===== src/rtl/dist_fwd_pkg.sv =====
// Shared types for the distribution-register forwarding unit.
// Late-result stalling is enabled by DIST_FWD_LATE_STALL_EN.
package dist_fwd_pkg;

  localparam int DIST_ADDR_W = 5;
  localparam int ADDR_MAX    = 16;
  localparam int SEL_NONE    = 0;

  typedef struct packed {
    logic                valid;
    logic                dreg_write;
    logic [ADDR_MAX-1:0] dest_addr;
`ifdef DIST_FWD_LATE_STALL_EN
    logic                late;
`endif
  } dist_fwd_entry_t;

endpackage


===== src/rtl/dist_fwd_match.sv =====
// Priority comparator for one source operand over all tracked stages.
// Late-hit output is live only with DIST_FWD_LATE_STALL_EN.
module dist_fwd_match
  import dist_fwd_pkg::*;
#(
  parameter int DEPTH  = 3,
  parameter int ADDR_W = DIST_ADDR_W,
  parameter int SEL_W  = $clog2(DEPTH+1)
) (
  input  dist_fwd_entry_t [DEPTH-1:0] entries,
  input  logic [ADDR_W-1:0]           src_addr,
  output logic [SEL_W-1:0]            sel,
  output logic                        late_hit
);

  always_comb begin
    sel      = SEL_W'(SEL_NONE);
    late_hit = 1'b0;
    // walk oldest to youngest so the youngest match overrides
    for (int k = DEPTH-1; k >= 0; k--) begin
      if (entries[k].valid &&
          entries[k].dreg_write &&
          entries[k].dest_addr == ADDR_MAX'(src_addr) &&
          src_addr != '0)
        sel = SEL_W'(k+1);
    end
`ifdef DIST_FWD_LATE_STALL_EN
    late_hit = (sel == SEL_W'(1)) && entries[0].late;
`endif
  end

endmodule


===== src/rtl/dist_forwarding_pipeline.sv =====
// Distribution-register forwarding unit: stage tracker plus per-source select.
// Define DIST_FWD_LATE_STALL_EN to stall ID on late producers in stage 0.
module dist_forwarding_pipeline
  import dist_fwd_pkg::*;
#(
  parameter int NUM_SRC = 2,
  parameter int DEPTH   = 3,
  parameter int ADDR_W  = DIST_ADDR_W,
  parameter int SEL_W   = $clog2(DEPTH+1)
) (
  input  logic                     clk,
  input  logic                     reset_n,
  input  logic                     id_valid,
  input  logic                     id_dreg_write,
  input  logic [ADDR_W-1:0]        id_dest_addr,
  input  logic                     id_late,
  input  logic [NUM_SRC*ADDR_W-1:0] id_src_addr,
  input  logic                     pipe_stall,
  input  logic                     pipe_flush,
  output logic [NUM_SRC*SEL_W-1:0] fwd_sel,
  output logic [NUM_SRC-1:0]       fwd_hit,
  output logic                     hazard_stall
);

  dist_fwd_entry_t [DEPTH-1:0] stages;
  dist_fwd_entry_t             entry_in;
  logic [NUM_SRC-1:0]          late_hit;
  logic                        bubble;

  always_comb begin
    entry_in            = '0;
    entry_in.valid      = id_valid;
    entry_in.dreg_write = id_dreg_write;
    entry_in.dest_addr  = ADDR_MAX'(id_dest_addr);
`ifdef DIST_FWD_LATE_STALL_EN
    entry_in.late       = id_late;
`endif
  end

`ifndef DIST_FWD_LATE_STALL_EN
  logic unused_late;
  assign unused_late = id_late;
`endif

  for (genvar n = 0; n < NUM_SRC; n++) begin : g_src
    dist_fwd_match #(
      .DEPTH  (DEPTH),
      .ADDR_W (ADDR_W),
      .SEL_W  (SEL_W)
    ) u_match (
      .entries  (stages),
      .src_addr (id_src_addr[n*ADDR_W +: ADDR_W]),
      .sel      (fwd_sel[n*SEL_W +: SEL_W]),
      .late_hit (late_hit[n])
    );
    assign fwd_hit[n] = |fwd_sel[n*SEL_W +: SEL_W];
  end

  // late_hit is constant 0 when late tracking is compiled out
  assign hazard_stall = id_valid & (|late_hit);
  assign bubble       = pipe_flush | hazard_stall;

  always_ff @(posedge clk or negedge reset_n) begin
    if (!reset_n) begin
      stages <= '0;
    end else if (!pipe_stall) begin
      for (int k = DEPTH-1; k >= 1; k--) begin
        stages[k] <= stages[k-1];
`ifdef DIST_FWD_LATE_STALL_EN
        stages[k].late <= 1'b0;
`endif
      end
      stages[0] <= bubble ? '0 : entry_in;
    end
  end

endmodule


===== config.mk =====
export PLATFORM = sky130hd
export DESIGN_NAME = dist_forwarding_pipeline
export DESIGN_NICKNAME = d
export VERILOG_FILES = /design/src/rtl/dist_fwd_pkg.sv /design/src/rtl/dist_fwd_match.sv /design/src/rtl/dist_forwarding_pipeline.sv
export SDC_FILE = /design/constraint.sdc
export NUM_CORES = 1
export LEC_CHECK = 0
export CORE_MARGIN = 8
export CORE_UTILIZATION = 44
export CTS_CLUSTER_SIZE = 14
export DETAILED_ROUTE_END_ITERATION = 6
export HOLD_SLACK_MARGIN = 0.08
export PLACE_DENSITY = 0.74
export SYNTH_ARGS = -nofsm -noshare
export SYNTH_HDL_FRONTEND = slang
export SYNTH_SLANG_ARGS = --single-unit

===== constraint.sdc =====
create_clock -name clk -period 1.15 [get_ports clk]
set_input_delay 0.115 -clock clk [delete_from_list [all_inputs] [get_ports clk]]
set_output_delay 0.115 -clock clk [all_outputs]
set_load 0.05 [all_outputs]

==> impl_metrics.tcl, run 1 <==
set metrics [dict create \
    status "finished, violations left" \
    failing_checks "negative setup slack" \
    cts_buffers 3 \
    period_share 1.66 \
    core_area_mm2 0.00273 \
    layout_min_cycle_time_ps 1900 \
    worst_ep_arrival_time_ps 1790 \
    floorplan.io_pins 29 \
    yosys-top-cells-count "sky130_fd_sc_hd__dfrtp_1 (21), sky130_fd_sc_hd__xor2_1 (20), sky130_fd_sc_hd__mux2_1 (14), sky130_fd_sc_hd__nand2_1 (11), sky130_fd_sc_hd__xnor2_1 (10)" \
    crit_type "reg -> out" \
    grt.overflow.total 0 \
    detail-route-antenna-nets 0 \
    rsz0062_at_grt "true" \
    synth-seq-area-share 0.419 \
    total_leakage_power_nw 0.942 \
    cts_max_level 1 \
    multiInputGateArea_um2 817 \
    synthesized_area_fraction_occupied_by_ao_oa_aoi_and_oai_cells 0.0479 \
    first_pass_iteration_count_of_the_detailed_router 4 \
    grt_max_degree 22 \
    timing.critical_path.to_type "output pin" \
    post_route_cells_drive_above_1_share 0.339 \
    final_instance_area_mm2 0.00202 \
    seq_area_um2 526 \
    floorplan.initialDensity 0.459 \
    synth-edff-count 0 \
    cts.clk_slew.worst_paths_ps 110 \
    cp-start-kind "flip-flop" \
    grt_antenna_before_repair 0 \
    ys_async_sr_fraction 1.00 \
    dp_hpwl_um 2550 \
    fp.dieArea_mm2 0.00482 \
    clock-root-buffer "sky130_fd_sc_hd__clkbuf_4" \
    crit_path_cell_trace "xor2_1 -> nor4_2 -> nand4_1 -> buf_4 -> a21boi_4 -> buf_12" \
    post_synth_and_or_nand_nor_area_fraction 0.178 \
    clock_skew_ps 6.14 \
    path_max_fanout 2 \
    postPlaceCellArea_mm2 0.00190 \
    route.detailed.drc 0 \
    post_synthesis_share_of_cell_area_spent_on_full_adders_half_adders_and_majority_gates 0 \
    synth_xor_area_frac 0.209 \
    yosysTopAreaCellShare 0.419 \
    netlist-cell-type-count 21 \
    initialDrtViolationCount 56 \
    worst-endpoint-required_ps 1030 \
    dieWidth_um 69.4 \
    cts.sinks 21 \
    drt-wirelength-per-cell_um 14.8 \
    synth.area.top_cells "sky130_fd_sc_hd__dfrtp_1 (42%), sky130_fd_sc_hd__xor2_1 (14%), sky130_fd_sc_hd__mux2_1 (13%)" \
    dominant_combinational_cell_family_by_area_after_synthesis "XOR/XNOR gates" \
    syn2layout_area_growth_pct 60.7 \
    largest_register "stages" \
    cell_accounting_for_the_most_synthesized_area "sky130_fd_sc_hd__dfrtp_1" \
    syn_inst 121 \
    slew_viol_final 0 \
    totalWireLength_um 3160 \
    synthesis.nets 143 \
    wl_met2_um 1550 \
    worstHoldPathType "in -> async" \
    syn_avg_cell_area_um2 10.4 \
    clk_latency_ps 290 \
    dieHeight_um 69.4 \
    row_count 19 \
    report.final.setup_viol 6 \
    setup_ws_ps -755 \
    topmost_layer_with_routed_signal_wires "met4" \
    synthMostInstantiatedCell "sky130_fd_sc_hd__dfrtp_1" \
    postSynth.topFlopCell "sky130_fd_sc_hd__dfrtp_1" \
    synth_area_mm2 0.00125 \
    finalHoldWorstSlack_ps 138 \
    num-fill-cells 196 \
    grt_pass1_vias 1156 \
    slowest_cell_delay_on_critical_path_ps 430 \
    gp_congestion 0.928 \
    antenna-diode-count 0 \
    largest_reg_flops 21 \
    postSynthRegisterBits 21 \
    fin_setup_tns_ps -4340 \
    post_synth_mux_area_share 0.126 \
    hold_violations 0 \
    synth-warning-count 0 \
    placement.io_buffers 26 \
    clockBufferDepth 2 \
    timing.fmax_ghz 0.525 \
    cts_tree "done" \
    grt.total_usage 0.134 \
    critical_path.slowest_cell "sky130_fd_sc_hd__dfrtp_1" \
    final_net_count 206 \
    wl_met1_um 1420 \
    route.met3.wl_um 136 \
    via_count 1075 \
    cellPowerDensity_mw_per_mm2 887 \
    largest_registers "stages: 21 flops" \
    worst_ir_drop_vdd_v 0.000949 \
    grt_first_pass_wirelength_um 5390 \
    maxCapViolCount 0 \
    routed_via_density 5.02 \
]
layout by cell type, fill, tap and decap left out:
| cell | netlist | layout |
|---|---|---|
| sky130_fd_sc_hd__buf_4 | 1 | 34 |
| sky130_fd_sc_hd__dfrtp_1 | 21 | 21 |
| sky130_fd_sc_hd__xor2_1 | 20 | 19 |
| sky130_fd_sc_hd__clkdlybuf4s50_1 | 0 | 18 |
| sky130_fd_sc_hd__mux2_1 | 14 | 14 |
| sky130_fd_sc_hd__nand2_1 | 11 | 11 |
| sky130_fd_sc_hd__xnor2_1 | 10 | 10 |
| sky130_fd_sc_hd__nand2b_1 | 7 | 7 |
| sky130_fd_sc_hd__o21ai_1 | 9 | 7 |
| sky130_fd_sc_hd__buf_12 | 0 | 7 |
| sky130_fd_sc_hd__nor4_2 | 2 | 5 |
| sky130_fd_sc_hd__nand4_1 | 5 | 5 |
| sky130_fd_sc_hd__clkbuf_4 | 0 | 3 |
| sky130_fd_sc_hd__nor2_1 | 3 | 2 |
| sky130_fd_sc_hd__nor3_1 | 2 | 2 |
| sky130_fd_sc_hd__o21ai_4 | 0 | 2 |
| sky130_fd_sc_hd__a21boi_4 | 0 | 2 |
| sky130_fd_sc_hd__nand3_4 | 0 | 2 |
| sky130_fd_sc_hd__nand2_2 | 1 | 1 |
| sky130_fd_sc_hd__nor2_2 | 0 | 1 |
| sky130_fd_sc_hd__and3_4 | 0 | 1 |
| sky130_fd_sc_hd__xor2_2 | 0 | 1 |
| sky130_fd_sc_hd__and4_1 | 1 | 1 |
| sky130_fd_sc_hd__nor4_1 | 4 | 1 |
| sky130_fd_sc_hd__nand3_2 | 0 | 1 |
| sky130_fd_sc_hd__conb_1 | 1 | 1 |
| sky130_fd_sc_hd__clkinv_2 | 0 | 1 |
| sky130_fd_sc_hd__dlygate4sd2_1 | 0 | 1 |
| sky130_fd_sc_hd__dlymetal6s2s_1 | 0 | 1 |
| sky130_fd_sc_hd__buf_6 | 0 | 1 |
through the flow:
stage / cells / power (mW) / worst slack (ps) / utilization
after floorplan: 121 / 1.14 / -425 / -
after global placement: 206 / 1.42 / -714 / 0.695
after detailed placement: 206 / 1.44 / -781 / 0.695
after CTS: 213 / 1.79 / -774 / 0.724
after global routing: 214 / 1.89 / -888 / 0.738
final: 214 / 1.79 / -755 / 0.738
final timing paths:
path | from | to | slack [ps] | depth (start not counted)
hold reg to reg | stages[53]$_DFFE_PN0N_ | stages[53]$_DFFE_PN0N_ | 510 | 1
setup reg to reg | stages[20]$_DFFE_PN0N_ | stages[20]$_DFFE_PN0N_ | 60 | 3
setup / recovery | stages[20]$_DFFE_PN0N_ | fwd_sel[1] | -750 | 6
min in group clk | id_dest_addr[4] | stages[4]$_DFFE_PN0N_ | 360 | 3
max in group asynchronous | reset_n | stages[1]$_DFFE_PN0N_ | 800 | 2
hold / removal | reset_n | stages[20]$_DFFE_PN0N_ | 140 | 2
what timing repair did:
item	in CTS	in global routing
endpoints found under the setup margin	6	6
gates resized for setup	6	6
setup buffers	3	1
hold buffers	0	0
hold endpoints to repair	0	0
pin swaps	13	7
per-layer routing:
layer / global-route usage / up-vias
met5: 0 / -
met4: 0.0638 / 0
met3: 0.0258 / 6
met2: 0.216 / 35
met1: 0.166 / 491
li1: - / 543
critical path: cells and delay by family, from the launching register on:
family,cells,cell delay (ps)
buffers and inverters,2,320
AOI/OAI and AO/OA,1,150
and+or+nand+nor,2,420
xor gates and xnor gates,1,180
DFF,1,430
cell type report:
cell class | instances | share of cell area
multi-input cells | 96 | 0.405
repair buffers | 62 | 0.301
flip-flops and latches | 21 | 0.261
well taps | 31 | 0.0192
clock buffers | 3 | 0.0112
clock inverters | 1 | 0.00248
report_power, final:
part	internal (mW)	switching, mW	leakage [nW]	total [mW]
combinational	0.320	0.240	0.650	0.560
clock	0.129	0.204	0.0177	0.333
sequential	0.819	0.0764	0.274	0.895
cell families (layout without fill, tap and decap cells):
| family | count (synthesis) | after routing |
|---|---|---|
| buf+inv | 4 | 66 |
| compound gates | 11 | 11 |
| flops | 21 | 21 |
| simple gates | 40 | 40 |
| other cells | 1 | 1 |
| mux | 14 | 14 |
| xor+xnor | 30 | 30 |
Power figures use the tool's default switching activity.
==> run 2, diff against run 1 <==
- CORE_MARGIN: 8 -> 1
==> run 2 against run 1 <==
Effect of this change:
- the run still ends with negative setup slack left
- clock skew is 5.7 ps lower
- setup slack worse by 23 ps
- die area is 36% lower
- utilization shrank 1.1 points
- first-iteration DRC count decreased by 59%
- hold slack got worse by 18 ps
- critical endpoint unchanged
- largest cell class unchanged
==> impl_metrics.tcl, run 2 (same netlist as run 1, synthesis figures left out) <==
set metrics [dict create \
    initialDrtViolationCount 23 \
    slew_viol_final 0 \
    via_count 1085 \
    critical_path.slowest_cell "sky130_fd_sc_hd__dfrtp_1" \
    core_area_mm2 0.00273 \
    place_ws_ps -814 \
    final_instance_area_mm2 0.00199 \
    cts_buffers 3 \
    report.final.setup_viol 6 \
    detail-route-antenna-nets 0 \
    largest_register "stages" \
    dp_hpwl_um 2360 \
    reg2reg_setup_slack_ps 80 \
    grt.total_usage 0.210 \
    cts.clk_slew.worst_paths_ps 120 \
    rsz0062_at_grt "true" \
    worst-r2r-cell-count 3 \
    clock-root-buffer "sky130_fd_sc_hd__clkbuf_4" \
    clk_latency_ps 300 \
    post_route_cells_drive_above_1_share 0.324 \
    finalHoldWorstSlack_ps 119 \
    slowest_cell_delay_on_critical_path_ps 430 \
    placement.io_buffers 26 \
    floorplan.io_pins 29 \
    clockBufferDepth 2 \
    postPlaceCellArea_mm2 0.00189 \
    drt-wirelength-per-cell_um 13.5 \
    cts_max_level 1 \
    final_net_count 205 \
    layout.cells.most_common_list "sky130_fd_sc_hd__buf_4 (34), sky130_fd_sc_hd__dfrtp_1 (21), sky130_fd_sc_hd__xor2_1 (20), sky130_fd_sc_hd__clkdlybuf4s50_1 (20), sky130_fd_sc_hd__mux2_1 (14)" \
    routed_via_density 5.09 \
    reg_to_reg_start "stages[2]$_DFFE_PN0N_" \
    path_buf_inv 1 \
    hold_violations 0 \
    setup_ws_ps -778 \
    cellPowerDensity_mw_per_mm2 910 \
    largest_registers "stages: 21 flops" \
    cts.sinks 21 \
    totalWireLength_um 2870 \
    clock_skew_ps 0.432 \
    cts_hold_repair.buffers 0 \
    route.detailed.drc 0 \
    worst_ir_drop_vdd_v 0.000660 \
    crit_type "reg -> out" \
    design_power_total_mw 1.81 \
    grt_first_pass_wirelength_um 5000 \
    place.detailed.instances 205 \
    final_cells 213 \
    crit_path_cell_trace "xor2_1 -> nor4_2 -> nand4_1 -> a21boi_4 -> buf_12" \
    status "finished, violations left" \
    largest_reg_flops 21 \
    path_max_fanout 2 \
    failing_checks "negative setup slack" \
    gp_congestion 0.958 \
    total_leakage_power_nw 0.926 \
    period_share 1.68 \
    dieWidth_um 55.4 \
    worst_r2r_endpoint "stages[20]$_DFFE_PN0N_" \
    grt_antenna_before_repair 0 \
    fin_setup_tns_ps -4400 \
    crit_cells 5 \
    postLayoutCoreUtil 0.727 \
    first_pass_iteration_count_of_the_detailed_router 4 \
    worstHoldPathType "in -> async" \
    cts_tree "done" \
    worst_ep_arrival_time_ps 1810 \
    worst-endpoint-required_ps 1030 \
    dieHeight_um 55.4 \
    syn2layout_area_growth_pct 58.4 \
    cp-start-kind "flip-flop" \
    cpLargestDelayFamily "simple AND/OR/NAND/NOR gates" \
    fp.dieArea_mm2 0.00307 \
    grt.overflow.total 0 \
    grt_max_degree 22 \
    timing.fmax_ghz 0.519 \
    floorplan.initialDensity 0.459 \
    timing.critical_path.to_type "output pin" \
    layout.cells.most_common "sky130_fd_sc_hd__buf_4" \
    antenna-diode-count 0 \
    layout_min_cycle_time_ps 1930 \
    maxCapViolCount 0 \
    grt_pass1_vias 1126 \
    row_count 19 \
]
[run 2: cell count changes in the layout (fill, tap and decap cells not counted)]
cell and delta:
sky130_fd_sc_hd__buf_6 -1, sky130_fd_sc_hd__xor2_2 -1, sky130_fd_sc_hd__dlymetal6s2s_1 -1, sky130_fd_sc_hd__nor2_1 +1
sky130_fd_sc_hd__nand3_4 -1, sky130_fd_sc_hd__clkdlybuf4s50_1 +2, sky130_fd_sc_hd__xor2_1 +1, sky130_fd_sc_hd__and3_1 +1
sky130_fd_sc_hd__nand3_2 +1, sky130_fd_sc_hd__nor2_2 -1, sky130_fd_sc_hd__and3_4 -1, sky130_fd_sc_hd__nor4_2 +1
sky130_fd_sc_hd__nor4_1 -1, sky130_fd_sc_hd__dlygate4sd2_1 -1
[run 2: power by group]
| group | switching [mW] | internal (mW) | total, mW |
|---|---|---|---|
| combinational | 0.242 | 0.322 | 0.564 |
| clock | 0.222 | 0.130 | 0.352 |
| sequential | 0.0728 | 0.819 | 0.892 |
[run 2: cell type report]
class | instances | area (µm²)
fill | 203 | 746
multi-input combinational | 96 | 801
sequential | 21 | 526
clock inverter | 1 | 5.00
tap | 31 | 38.8
clock buffer | 3 | 22.5
timing repair buffer | 61 | 596
[run 2: repair_timing]
item	CTS	global route
pin swaps	13	6
buffers inserted	3	1
gates resized for setup	3	3
setup endpoints to repair	6	6
gates cloned	0	0
[run 2: how the worst max path moves through the flow]
stage                            from         end  slack, ps
6_report       stages[20]$_DFFE_PN0N_  fwd_sel[1]       -780
5_1_grt        stages[22]$_DFFE_PN0N_  fwd_sel[3]       -880
4_1_cts        stages[39]$_DFFE_PN0N_  fwd_sel[1]       -800
3_5_place_dp           id_src_addr[3]  fwd_sel[1]       -810
3_3_place_gp           id_src_addr[9]  fwd_sel[3]       -710
2_1_floorplan  stages[38]$_DFFE_PN0N_  fwd_sel[3]       -420
[run 2: metal layers]
| metal | up-vias | routed length, µm | global-route usage |
|---|---|---|---|
| li1 | 537 | - | - |
| met1 | 505 | 1260 | 0.250 |
| met2 | 35 | 1420 | 0.360 |
| met3 | 8 | 115 | 0.0351 |
| met4 | 0 | 68 | 0.111 |
| met5 | - | 0 | 0 |
